--- src/rtl/seg_pkg.sv ---
// Shared encodings for the seven-segment scan scheduler: segment patterns
// (a..g in bits 0..6, dp in bit 7) and the per-slot scan state.
package seg_pkg;

  localparam logic [7:0] SEG_0     = 8'h3F;
  localparam logic [7:0] SEG_1     = 8'h06;
  localparam logic [7:0] SEG_2     = 8'h5B;
  localparam logic [7:0] SEG_3     = 8'h4F;
  localparam logic [7:0] SEG_4     = 8'h66;
  localparam logic [7:0] SEG_5     = 8'h6D;
  localparam logic [7:0] SEG_6     = 8'h7D;
  localparam logic [7:0] SEG_7     = 8'h07;
  localparam logic [7:0] SEG_8     = 8'h7F;
  localparam logic [7:0] SEG_9     = 8'h6F;
  localparam logic [7:0] SEG_A     = 8'h77;
  localparam logic [7:0] SEG_B     = 8'h7C;
  localparam logic [7:0] SEG_C     = 8'h39;
  localparam logic [7:0] SEG_D     = 8'h5E;
  localparam logic [7:0] SEG_E     = 8'h79;
  localparam logic [7:0] SEG_F     = 8'h71;
  localparam logic [7:0] SEG_BLANK = 8'h00;

  typedef enum logic {
    BLANK = 1'b0,
    DRIVE = 1'b1
  } scan_state_t;

endpackage

--- src/rtl/seg7_decode.sv ---
// Combinational hex-to-seven-segment decoder (a..g = bits 0..6, active-high).
module seg7_decode
  import seg_pkg::*;
(
  input  logic [3:0] hex,
  output logic [6:0] seg
);

  always_comb begin
    seg = SEG_BLANK[6:0];
    case (hex)
      4'h0: seg = SEG_0[6:0];
      4'h1: seg = SEG_1[6:0];
      4'h2: seg = SEG_2[6:0];
      4'h3: seg = SEG_3[6:0];
      4'h4: seg = SEG_4[6:0];
      4'h5: seg = SEG_5[6:0];
      4'h6: seg = SEG_6[6:0];
      4'h7: seg = SEG_7[6:0];
      4'h8: seg = SEG_8[6:0];
      4'h9: seg = SEG_9[6:0];
      4'hA: seg = SEG_A[6:0];
      4'hB: seg = SEG_B[6:0];
      4'hC: seg = SEG_C[6:0];
      4'hD: seg = SEG_D[6:0];
      4'hE: seg = SEG_E[6:0];
      4'hF: seg = SEG_F[6:0];
    endcase
  end

endmodule

--- src/rtl/seg_scan_scheduler.sv ---
// Time-multiplexed scan controller for a common-select seven-segment display,
// with per-slot anti-ghost blanking and per-digit flash sequences.
module seg_scan_scheduler
  import seg_pkg::*;
#(
  parameter int NUM_DIGITS    = 5,
  parameter int SCAN_DIV      = 50000,
  parameter int BLANK_CYCLES  = 64,
  parameter int BLINK_DIV     = 24,
  parameter int FLASH_TOGGLES = 6
) (
  input  logic                    clk,
  input  logic                    rst,
  input  logic [4*NUM_DIGITS-1:0] digit_val,
  input  logic [NUM_DIGITS-1:0]   digit_en,
  input  logic [NUM_DIGITS-1:0]   dp_mask,
  input  logic [NUM_DIGITS-1:0]   flash_req,
  output logic [NUM_DIGITS-1:0]   SEG_SEL,
  output logic [7:0]              SEG_DATA,
  output logic                    frame_done
);

  localparam int CNT_W = $clog2(SCAN_DIV);
  localparam int IDX_W = (NUM_DIGITS > 1) ? $clog2(NUM_DIGITS) : 1;
  localparam int FL_W  = $clog2(FLASH_TOGGLES + 1);
  localparam int FRM_W = $clog2(BLINK_DIV + 1);
  localparam scan_state_t ENTRY_STATE = (BLANK_CYCLES == 0) ? DRIVE : BLANK;

  logic [CNT_W-1:0] cnt_reg;
  logic [IDX_W-1:0] idx_reg;
  scan_state_t      state_reg;
  logic [FRM_W-1:0] frame_cnt_reg;

  logic [3:0] lat_val_reg;
  logic       lat_vis_reg;
  logic       lat_dp_reg;

  logic [3:0]            val_arr [NUM_DIGITS];
  logic [NUM_DIGITS-1:0] flash_dark;

  logic                  slot_entry;
  logic                  slot_end;
  logic                  frame_wrap;
  logic                  blink_tick;
  logic                  entry_vis;
  logic [3:0]            view_val;
  logic                  view_vis;
  logic                  view_dp;
  logic [6:0]            view_seg;
  logic [NUM_DIGITS-1:0] sel_onehot;

  genvar gi;
  generate
    for (gi = 0; gi < NUM_DIGITS; gi++) begin : g_val
      assign val_arr[gi] = digit_val[4*gi +: 4];
    end
  endgenerate

  assign slot_entry = (cnt_reg == '0);
  assign slot_end   = (cnt_reg == CNT_W'(SCAN_DIV - 1));
  assign frame_wrap = slot_end && (idx_reg == IDX_W'(NUM_DIGITS - 1));
  // Tick on the wrap edge itself so the next slot-0 latch already sees the
  // updated flash count.
  assign blink_tick = frame_wrap && (frame_cnt_reg == FRM_W'(BLINK_DIV - 1));

  assign entry_vis = digit_en[idx_reg] && !flash_dark[idx_reg];

  // In the entry cycle the latch has not been written yet; use the live view.
  assign view_val   = slot_entry ? val_arr[idx_reg]  : lat_val_reg;
  assign view_vis   = slot_entry ? entry_vis         : lat_vis_reg;
  assign view_dp    = slot_entry ? dp_mask[idx_reg]  : lat_dp_reg;
  assign sel_onehot = NUM_DIGITS'(1) << idx_reg;

  seg7_decode u_decode (
    .hex(view_val),
    .seg(view_seg)
  );

  always_ff @(posedge clk) begin
    if (rst) begin
      cnt_reg    <= '0;
      idx_reg    <= '0;
      state_reg  <= ENTRY_STATE;
      SEG_SEL    <= '0;
      SEG_DATA   <= SEG_BLANK;
      frame_done <= 1'b0;
    end else begin
      if (slot_end) begin
        cnt_reg   <= '0;
        idx_reg   <= frame_wrap ? '0 : idx_reg + IDX_W'(1);
        state_reg <= ENTRY_STATE;
      end else begin
        cnt_reg <= cnt_reg + CNT_W'(1);
        if (int'(cnt_reg) + 1 >= BLANK_CYCLES) begin
          state_reg <= DRIVE;
        end
      end

      if (state_reg == DRIVE && view_vis) begin
        SEG_SEL  <= sel_onehot;
        SEG_DATA <= {view_dp, view_seg};
      end else begin
        SEG_SEL  <= '0;
        SEG_DATA <= SEG_BLANK;
      end

      frame_done <= frame_wrap;
    end
  end

  // Slot contents are frozen at entry so mid-slot input changes cannot tear.
  always_ff @(posedge clk) begin
    if (rst) begin
      lat_val_reg <= '0;
      lat_vis_reg <= 1'b0;
      lat_dp_reg  <= 1'b0;
    end else if (slot_entry) begin
      lat_val_reg <= val_arr[idx_reg];
      lat_vis_reg <= entry_vis;
      lat_dp_reg  <= dp_mask[idx_reg];
    end
  end

  always_ff @(posedge clk) begin
    if (rst) begin
      frame_cnt_reg <= '0;
    end else if (frame_wrap) begin
      if (frame_cnt_reg == FRM_W'(BLINK_DIV - 1)) begin
        frame_cnt_reg <= '0;
      end else begin
        frame_cnt_reg <= frame_cnt_reg + FRM_W'(1);
      end
    end
  end

  // Odd remaining half-periods are the dark ones, so the sequence ends lit.
  generate
    for (gi = 0; gi < NUM_DIGITS; gi++) begin : g_flash
      logic [FL_W-1:0] flash_cnt_reg;

      always_ff @(posedge clk) begin
        if (rst) begin
          flash_cnt_reg <= '0;
        end else if (flash_req[gi]) begin
          flash_cnt_reg <= FL_W'(FLASH_TOGGLES);
        end else if (blink_tick && flash_cnt_reg != '0) begin
          flash_cnt_reg <= flash_cnt_reg - FL_W'(1);
        end
      end

      assign flash_dark[gi] = (flash_cnt_reg != '0) && flash_cnt_reg[0];
    end
  endgenerate

endmodule
--- config.mk ---
export PLATFORM = sky130hd
export DESIGN_NAME = seg_scan_scheduler
export DESIGN_NICKNAME = d
export VERILOG_FILES = /design/src/rtl/seg_pkg.sv /design/src/rtl/seg7_decode.sv /design/src/rtl/seg_scan_scheduler.sv
export SDC_FILE = /design/constraint.sdc
export NUM_CORES = 1
export LEC_CHECK = 0
export ABC_AREA = 1
export BUFFER_PORTS_ARGS = -buffer_cell sky130_fd_sc_hd__buf_4
export CORE_UTILIZATION = 52
export DETAILED_ROUTE_END_ITERATION = 10
export GPL_TIMING_DRIVEN = 0
export PLACE_DENSITY = 0.74
export SKIP_CTS_REPAIR_TIMING = 1
export SYNTH_ARGS = -nofsm -noshare
export SYNTH_HDL_FRONTEND = slang
export SYNTH_SLANG_ARGS = --single-unit
--- constraint.sdc ---
create_clock -name clk -period 1.9 [get_ports clk]
set_input_delay 0.095 -clock clk [delete_from_list [all_inputs] [get_ports clk]]
set_output_delay 0.095 -clock clk [all_outputs]
set_load 0.005 [all_outputs]
==> flow_summary.yaml, run 1 <==
global_routing:
  grt_pass1_wl_um: 13800
  antenna_found_initial: 0
  grt-ovfl-total: 0
  grt_max_degree: 11
  grt_pass1_vias: 3188
  grt_usage_pct: 24.0
timing:
  rsz0062_at_grt: "true"
  tns_ns: -0.214
  fin_crit_ns: 1.96
  fin_skew_ns: 0.00888
  finalSetupViolCount: 6
  worst_slew_pin_slew_ns: 0.629
  fin_ws_ns: -0.0612
  finalHoldViolCount: 0
  relSlewSlack_pct: 58.1
  whs_ns: 0.0327
  max_freq_mhz: 510
  fin_crit_sh_pct: 103
  slew_viol_final: 0
clock_network:
  cts_tree: "yes"
  clock_sinks: 60
  clock-root-buffer: "clkbuf_8"
  clk_pin_slew_ns: 0.07
  clockBufferDepth: 2
  worstSkewPairLatency_ns: 0.34
  cts_made_buffers: 9
  h-tree-depth: 3
place:
  hpwl_um: 6140
  place_ws_ns: -0.280
  place_congestion: 0.900
  dpl-instance-area_um2: 4010
  io_buffers: 49
run_status:
  violations: "DRC, setup timing"
  status: "finished with violations"
route:
  drt-wirelength-per-cell_um: 13.7
  via_per_inst: 5.22
  vias: 3676
  drt_iter0_drc: 225
  routed_wl_um: 9640
  drt_pre_antenna_iters: 8
  final_antenna_net_count: 0
  drc_errors: 4
yosys:
  syn_inst: 539
  synth.largest_area_cell: "dfxtp_1"
  syn_nets: 598
  seq_area_frac_synth_pct: 33.9
  syn_area_um2: 3540
  yosys_register_bits: 60
  ys_warn_count: 0
  yosysTopAreaCellShare_pct: 33.9
  yosys-top-cells-area: "dfxtp_1, nand2_1, nor2_1"
  yosysUniqueCellTypes: 34
  syn_area_per_cell_um2: 6.58
setup_path:
  cp.arrival_ns: 2.24
  ff2ff_path_depth: 13
  cp_max_fo: 5
  crit_path_cell_trace: "inv_4, ha_4, nand2_4, nor3_4, nand3_2, nand2_2, nand2_4, inv_4, buf_6, ha_4, nand3b_1, nand3_1, a21oi_1"
  worstSetupStartpoint: "cnt_reg[0]"
  r2r-end: "SEG_DATA[4]"
  slowest_stage: "dfxtp_4"
  cpPeakStageDelay_ns: 0.37
  cp_data_required_time_ns: 2.18
  critPathCaptureType: "flop"
  rr_startpoint: "cnt_reg[0]"
  worst-setup-path-type: "reg2reg"
  start_kind: "flop"
  r2r_setup_slack_ns: -0.06
min_path:
  holdPathEnd: "g_flash[2].flash_cnt_reg[0]"
  hp-start: "flash_req[2]"
  hp-class: "in2reg"
  hold_depth: 4
power_and_ir_drop:
  power_density_nw_per_um2: 706
  p_seq_share_pct: 38.4
  ir_drop_mv: 0.510
  clkPwrFrac_pct: 43.1
  p_leak_nw: 2.31
  pwr-share-comb_pct: 18.5
  switchingPower_mw: 0.909
  cellInternalPower_mw: 2.50
  p_sw_share_pct: 26.6
floorplan:
  start_util_pct: 54.9
  fp.dieH_um: 84.6
  num_io_pins: 51
  die-area_um2: 7150
  num_rows: 29
  die_x_um: 84.6
  core_area_um2: 6460
final_layout:
  finalNetCount: 681
  largest_reg_flops: 16
  design_area_um2: 4830
  drive_gt1_share_pct: 30.8
  area_growth_pct: 36.4
  antenna_cells: 0
job:
  max_cap_viol_count: 0
power groups by stage:
stage / sequential (mW) / combinational [mW] / clock, mW
2_1_floorplan: 1.33 / 0.302 / 0
3_3_place_gp: 1.33 / 0.414 / 0
3_5_place_dp: 1.34 / 0.428 / 0
4_1_cts: 1.31 / 0.431 / 1.46
5_1_grt: 1.31 / 0.681 / 1.53
6_report: 1.31 / 0.630 / 1.47
kinds of logic after synthesis:
family	after synthesis	share of synthesized area [%]
AO/OA/AOI/OAI	48	7.45
AND/OR/NAND/NOR	312	39.9
buffers and inverters	94	10.3
XOR/XNOR	3	0.741
flip-flops	60	33.9
adder cells (fa/ha/maj)	22	7.77
worst max-delay path by stage:
stage / end / slack, ns
2_1_floorplan: SEG_DATA[3] / 0.08
3_3_place_gp: SEG_DATA[3] / -0.22
3_5_place_dp: SEG_DATA[3] / -0.28
4_1_cts: SEG_DATA[3] / -0.29
5_1_grt: SEG_DATA[4] / -0.16
6_report: SEG_DATA[4] / -0.06
Yosys cell counts (all sizes together):
| library cell | instances |
|---|---|
| dfxtp | 60 |
| clkbuf | 3 |
| clkinv | 3 |
| ha | 22 |
| nand2 | 150 |
| inv | 83 |
| buf | 5 |
| or2 | 1 |
| o21ai | 17 |
| and3 | 2 |
| nand3 | 38 |
| a21oi | 25 |
| nor3 | 6 |
| nor3b | 4 |
| nor2 | 94 |
| a311oi | 1 |
| o21bai | 2 |
| a211oi | 3 |
| nand4 | 13 |
| xor2 | 2 |
| xnor2 | 1 |
| nand3b | 4 |
worst max-delay path: cells and delay by family, from the launching register on:
family	cells	cell delay [ns]
adder cells (fa/ha/maj)	2	0.25
AO/OA/AOI/OAI	1	0.16
AND/OR/NAND/NOR	7	0.83
flip-flops	1	0.37
buffers and inverters	3	0.28
area by class of cell:
cell class	count	area, um^2
plain buffers	8	65.1
clock inverters	4	95.1
clock buffers	12	155
fillers	466	1620
well taps	77	96.3
inverters	86	343
flip-flops and latches	60	1230
repair buffers	72	559
multi-input cells	385	2290
cell usage in the layout (no fill, tap or decap), types with 2 or more instances in the layout:
| cell | count |
|---|---|
| a211oi_1 | 3 |
| a21oi_1 | 22 |
| a21oi_2 | 2 |
| and3_4 | 2 |
| buf_4 | 69 |
| buf_6 | 7 |
| bufinv_16 | 3 |
| clkbuf_1 | 3 |
| clkbuf_8 | 11 |
| clkinv_2 | 2 |
| dfxtp_1 | 50 |
| dfxtp_2 | 5 |
| dfxtp_4 | 5 |
| ha_1 | 13 |
| ha_4 | 9 |
| inv_1 | 72 |
| inv_2 | 6 |
| inv_4 | 6 |
| nand2_1 | 121 |
| nand2_2 | 17 |
| nand2_4 | 12 |
| nand3_1 | 31 |
| nand3_2 | 7 |
| nand3b_1 | 4 |
| nand4_1 | 13 |
| nor2_1 | 73 |
| nor2_2 | 10 |
| nor2_4 | 11 |
| nor3_1 | 4 |
| nor3b_1 | 4 |
| o21ai_0 | 14 |
| o21ai_2 | 2 |
| o21bai_1 | 2 |
| xor2_1 | 2 |
per-layer routing:
layer	wire length [um]	GRT usage (%)	up-vias
met2	4770	42.8	127
met1	4040	28.5	1669
met3	567	4.52	24
met4	265	9.40	0
li1	-	-	1856
met5	0	0	-
metrics by stage:
stage          utilization [%]  cells  total power, mW
2_1_floorplan                -    539             1.63
3_3_place_gp              62.1    665             1.75
3_5_place_dp              62.1    665             1.76
4_1_cts                   65.9    681             3.20
5_1_grt                   74.9    704             3.53
6_report                  74.9    704             3.41
Power figures use the tool's default switching activity.
==> run 2: changes to the inputs <==
Settings changed: PLACE_DENSITY 0.74 to 0.76.
==> flow_summary.yaml, run 2 (synthesized netlist as in run 1, its figures left out) <==
setup_path:
  cp_max_fo: 5
  cp.arrival_ns: 2.20
  cp_data_required_time_ns: 2.18
  critPathCaptureType: "flop"
  worst-setup-path-type: "reg2reg"
  start_kind: "flop"
floorplan:
  die_x_um: 84.6
  start_util_pct: 54.9
  core_area_um2: 6460
  num_io_pins: 51
  fp.dieH_um: 84.6
  num_rows: 29
  die-area_um2: 7150
global_routing:
  grt-ovfl-total: 0
  grt_pass1_vias: 3307
  grt_pass1_wl_um: 14000
  grt_usage_pct: 24.3
  antenna_found_initial: 0
  grt_max_degree: 11
min_path:
  hp-class: "in2reg"
timing:
  finalHoldViolCount: 0
  slew_viol_final: 0
  finalSetupViolCount: 1
  whs_ns: 0.0262
  tns_ns: -0.0189
  rsz0062_at_grt: "true"
  fin_crit_ns: 1.92
  fin_crit_sh_pct: 101
  fin_ws_ns: -0.0189
  max_freq_mhz: 521
  relSlewSlack_pct: 61.3
  fin_skew_ns: 0.00808
  worst_slew_pin_slew_ns: 0.581
clock_network:
  clk_pin_slew_ns: 0.07
  h-tree-depth: 3
  cts_tree: "yes"
  cts_made_buffers: 9
  clock-root-buffer: "clkbuf_8"
  worstSkewPairLatency_ns: 0.35
  clock_sinks: 60
  clockBufferDepth: 2
route:
  drc_errors: 2
  drt-wirelength-per-cell_um: 13.0
  vias: 3646
  final_antenna_net_count: 0
  drt_iter0_drc: 230
  routed_wl_um: 9120
  via_per_inst: 5.18
  drt_pre_antenna_iters: 7
place:
  place_congestion: 0.896
  place_ws_ns: -0.248
  io_buffers: 49
  hpwl_um: 6030
final_layout:
  finalNetCount: 681
  final_common_cell: "nand2_1"
  drive_gt1_share_pct: 30.3
  area_growth_pct: 34.1
  final_cell_mix: "nand2_1, nor2_1, inv_1"
  largest_reg_flops: 16
  seq_area_um2: 1230
  multi_input_comb_area_um2: 2220
  antenna_cells: 0
  fillers: 482
power_and_ir_drop:
  power_density_nw_per_um2: 666
  p_seq_share_pct: 41.4
  p_leak_nw: 2.30
  switchingPower_mw: 0.864
  clkPwrFrac_pct: 40.8
  p_sw_share_pct: 27.3
  ir_drop_mv: 0.466
  cellInternalPower_mw: 2.30
  pwr-share-comb_pct: 17.9
run_status:
  violations: "DRC, setup timing"
  status: "finished with violations"
job:
  max_cap_viol_count: 0
run 2: path summary, 6_finish.rpt:
path / start / endpoint / slack (ns) / cells after the start
max: cnt_reg[2] / SEG_DATA[4] / -0.02 / 12
min: flash_req[3] / g_flash[3].flash_cnt_reg[0] / 0.03 / 4
max reg2reg: cnt_reg[2] / SEG_DATA[4] / -0.02 / 12
min reg2reg: g_flash[3].flash_cnt_reg[0] / g_flash[3].flash_cnt_reg[0] / 0.47 / 2
run 2: power by group through the flow:
stage                     clock (mW)  combinational (mW)  sequential (mW)
after floorplan                    0               0.302             1.33
after global routing            1.36               0.625             1.31
final                           1.29               0.565             1.31
after detailed placement           0               0.425             1.34
after CTS                       1.30               0.431             1.31
after global placement             0               0.415             1.34
run 2: layout make-up:
type                            count  area share (%)
Clock inverter                      4            1.53
Sequential cell                    60            25.8
Inverter                           86            7.32
Clock buffer                       12            3.05
Buffer                              8            1.45
Timing Repair Buffer               72            12.1
Tap cell                           77            2.03
Multi-Input combinational cell    385            46.8
run 2: critical path, cell delays in order (launching register included):
cell	delay [ns]
dfxtp_1	0.39
nor2_4	0.20
nand2_2	0.08
nor3_2	0.16
nand3_2	0.15
nand2_2	0.12
nand2_4	0.08
inv_4	0.10
buf_6	0.11
ha_4	0.11
nand3b_1	0.11
nand3_1	0.09
a21oi_1	0.16
run 2: stage by stage:
stage / instances / utilization [%] / cell area (um^2) / total power, mW
6_report: 704 / 73.6 / 4750 / 3.17
5_1_grt: 704 / 73.6 / 4750 / 3.30
4_1_cts: 681 / 65.4 / 4230 / 3.04
3_5_place_dp: 665 / 62.1 / 4010 / 1.76
3_3_place_gp: 665 / 62.1 / 4010 / 1.75
2_1_floorplan: 539 / - / 3540 / 1.63
run 2: layer usage:
metal,part of all wire [%],track usage [%],routed length (um)
met5,0,0,0
met4,2.2,7.24,202
met3,5.2,6.00,471
met2,51,43.8,4650
met1,42,28.5,3800
==> run 3: changes to the inputs <==
Settings changed: GPL_TIMING_DRIVEN 0 to default.
==> flow_summary.yaml, run 3 (synthesized netlist as in run 1, its figures left out) <==
final_layout:
  area_growth_pct: 32.4
  fillers: 516
  final_cell_mix: "nand2_1, buf_4, nor2_1"
  drive_gt1_share_pct: 29.4
  design_area_um2: 4690
  antenna_cells: 0
  largest_reg_flops: 16
  final_common_cell: "nand2_1"
  finalNetCount: 683
  fin_util_pct: 72.7
power_and_ir_drop:
  power_density_nw_per_um2: 665
  ir_drop_mv: 0.403
  pwr-share-comb_pct: 19.7
  p_seq_share_pct: 42.0
  p_sw_share_pct: 28.8
  p_total_mw: 3.12
  cellInternalPower_mw: 2.22
  switchingPower_mw: 0.897
  clkPwrFrac_pct: 38.3
  p_leak_nw: 2.25
clock_network:
  clockBufferDepth: 2
  clock-root-buffer: "clkbuf_8"
  worstSkewPairLatency_ns: 0.35
  cts_tree: "yes"
  cts_made_buffers: 9
  h-tree-depth: 3
  clk_pin_slew_ns: 0.07
  clock_sinks: 60
global_routing:
  grt-ovfl-total: 0
  antenna_found_initial: 0
  grt_use_met1_pct: 28.3
  met3_usage_pct: 6.88
  grt_usage_pct: 25.2
  grt_pass1_vias: 3397
  grt_max_degree: 17
  grt-busiest-layer: "met2"
  use_met2_pct: 45.2
  grt_pass1_wl_um: 14400
timing:
  slew_viol_final: 0
  finalHoldViolCount: 0
  finalSetupViolCount: 1
  worst_slew_pin_slew_ns: 0.400
  fin_skew_ns: 0.0117
  fin_crit_sh_pct: 101
  fin_ws_ns: -0.0265
  rsz0062_at_grt: "true"
  fin_crit_ns: 1.93
  max_freq_mhz: 519
  relSlewSlack_pct: 73.3
run_status:
  violations: "DRC, setup timing"
  status: "finished with violations"
floorplan:
  die_x_um: 84.6
  start_util_pct: 54.9
  core_area_um2: 6460
  num_rows: 29
  die-area_um2: 7150
  num_io_pins: 51
  fp.dieH_um: 84.6
place:
  dpl-instance-area_um2: 4140
  hpwl_um: 6590
  place_ws_ns: 0.0239
  place_congestion: 0.872
  io_buffers: 50
setup_path:
  critPathBufInv: 2
  worst-setup-path-type: "reg2reg"
  cp.arrival_ns: 2.16
  cp_data_required_time_ns: 2.13
  cp_max_fo: 3
  path_delay_family: "simple AND/OR/NAND/NOR gates"
  cpPeakStageDelay_ns: 0.33
  crit_path_cell_trace: "nor2_2, and3_4, nand2_1, nor2_2, nand2_1, nand2_4, buf_6, ha_1, inv_1, o21ai_1, a21oi_2"
  critPathCaptureType: "flop"
  slowest_stage: "dfxtp_1"
  start_kind: "flop"
route:
  drc_errors: 2
  via_per_inst: 5.25
  routed_wl_um: 9390
  drt_pre_antenna_iters: 7
  drt-wirelength-per-cell_um: 13.3
  final_antenna_net_count: 0
  drt_iter0_drc: 161
  vias: 3703
job:
  max_cap_viol_count: 0
min_path:
  hp-class: "in2reg"
run 3: cell types whose count changed in the layout (fill, tap and decap cells not counted), sizes merged:
| cell | previous run | this run |
|---|---|---|
| inv | 84 | 85 |
| clkinv | 2 | 3 |
| bufinv | 2 | 1 |
| buf | 77 | 82 |
| clkinvlp | 2 | 1 |
| clkbuf | 15 | 12 |
run 3: metrics by stage:
stage / hold slack, ns / setup TNS [ns] / cells
2_1_floorplan: 0.255 / 0 / 539
3_3_place_gp: 0.369 / 0 / 679
3_5_place_dp: 0.389 / 0 / 679
4_1_cts: 0.00901 / 0 / 695
5_1_grt: 0.0281 / -0.909 / 706
6_report: 0.0274 / -0.0265 / 706
run 3: routing by layer:
layer / routed length (um) / part of all wire, %
met1: 3870 / 41
met2: 4800 / 51
met3: 491 / 5.2
met4: 226 / 2.4
met5: 0 / 0
run 3: area by class of cell:
type	count	area, um^2	share of cell area, %
clock buffer	12	155	3.31
clock inverter	4	47.5	1.01
inverter	86	339	7.22
multi-input combinational	385	2200	46.9
sequential	60	1220	25.9
tap	77	96.3	2.05
timing repair buffer	82	639	13.6
run 3: worst reg2reg max path, stage by stage (launching register included):
cell and delay [ns]:
dfxtp_1 0.33, nor2_2 0.16, and3_4 0.22, nand2_1 0.08
nor2_2 0.14, nand2_1 0.11, nand2_4 0.12, buf_6 0.11
ha_1 0.15, inv_1 0.07, o21ai_1 0.24, a21oi_2 0.09
run 3: power by group through the flow:
stage,Clock (mW),Combinational (mW),Sequential (mW)
finish,1.19,0.615,1.31
global placement,0,0.424,1.33
floorplan,0,0.302,1.33
CTS,1.21,0.444,1.31
global route,1.27,0.678,1.31
detailed placement,0,0.441,1.34
run 3: final timing paths:
kind,start,endpoint,slack [ns],cells after the start
max,cnt_reg[13],SEG_DATA[2],-0.03,11
min,flash_req[4],g_flash[4].flash_cnt_reg[0],0.03,4
max reg2reg,cnt_reg[13],SEG_DATA[2],-0.03,11
min reg2reg,g_flash[3].flash_cnt_reg[0],g_flash[3].flash_cnt_reg[0],0.46,2
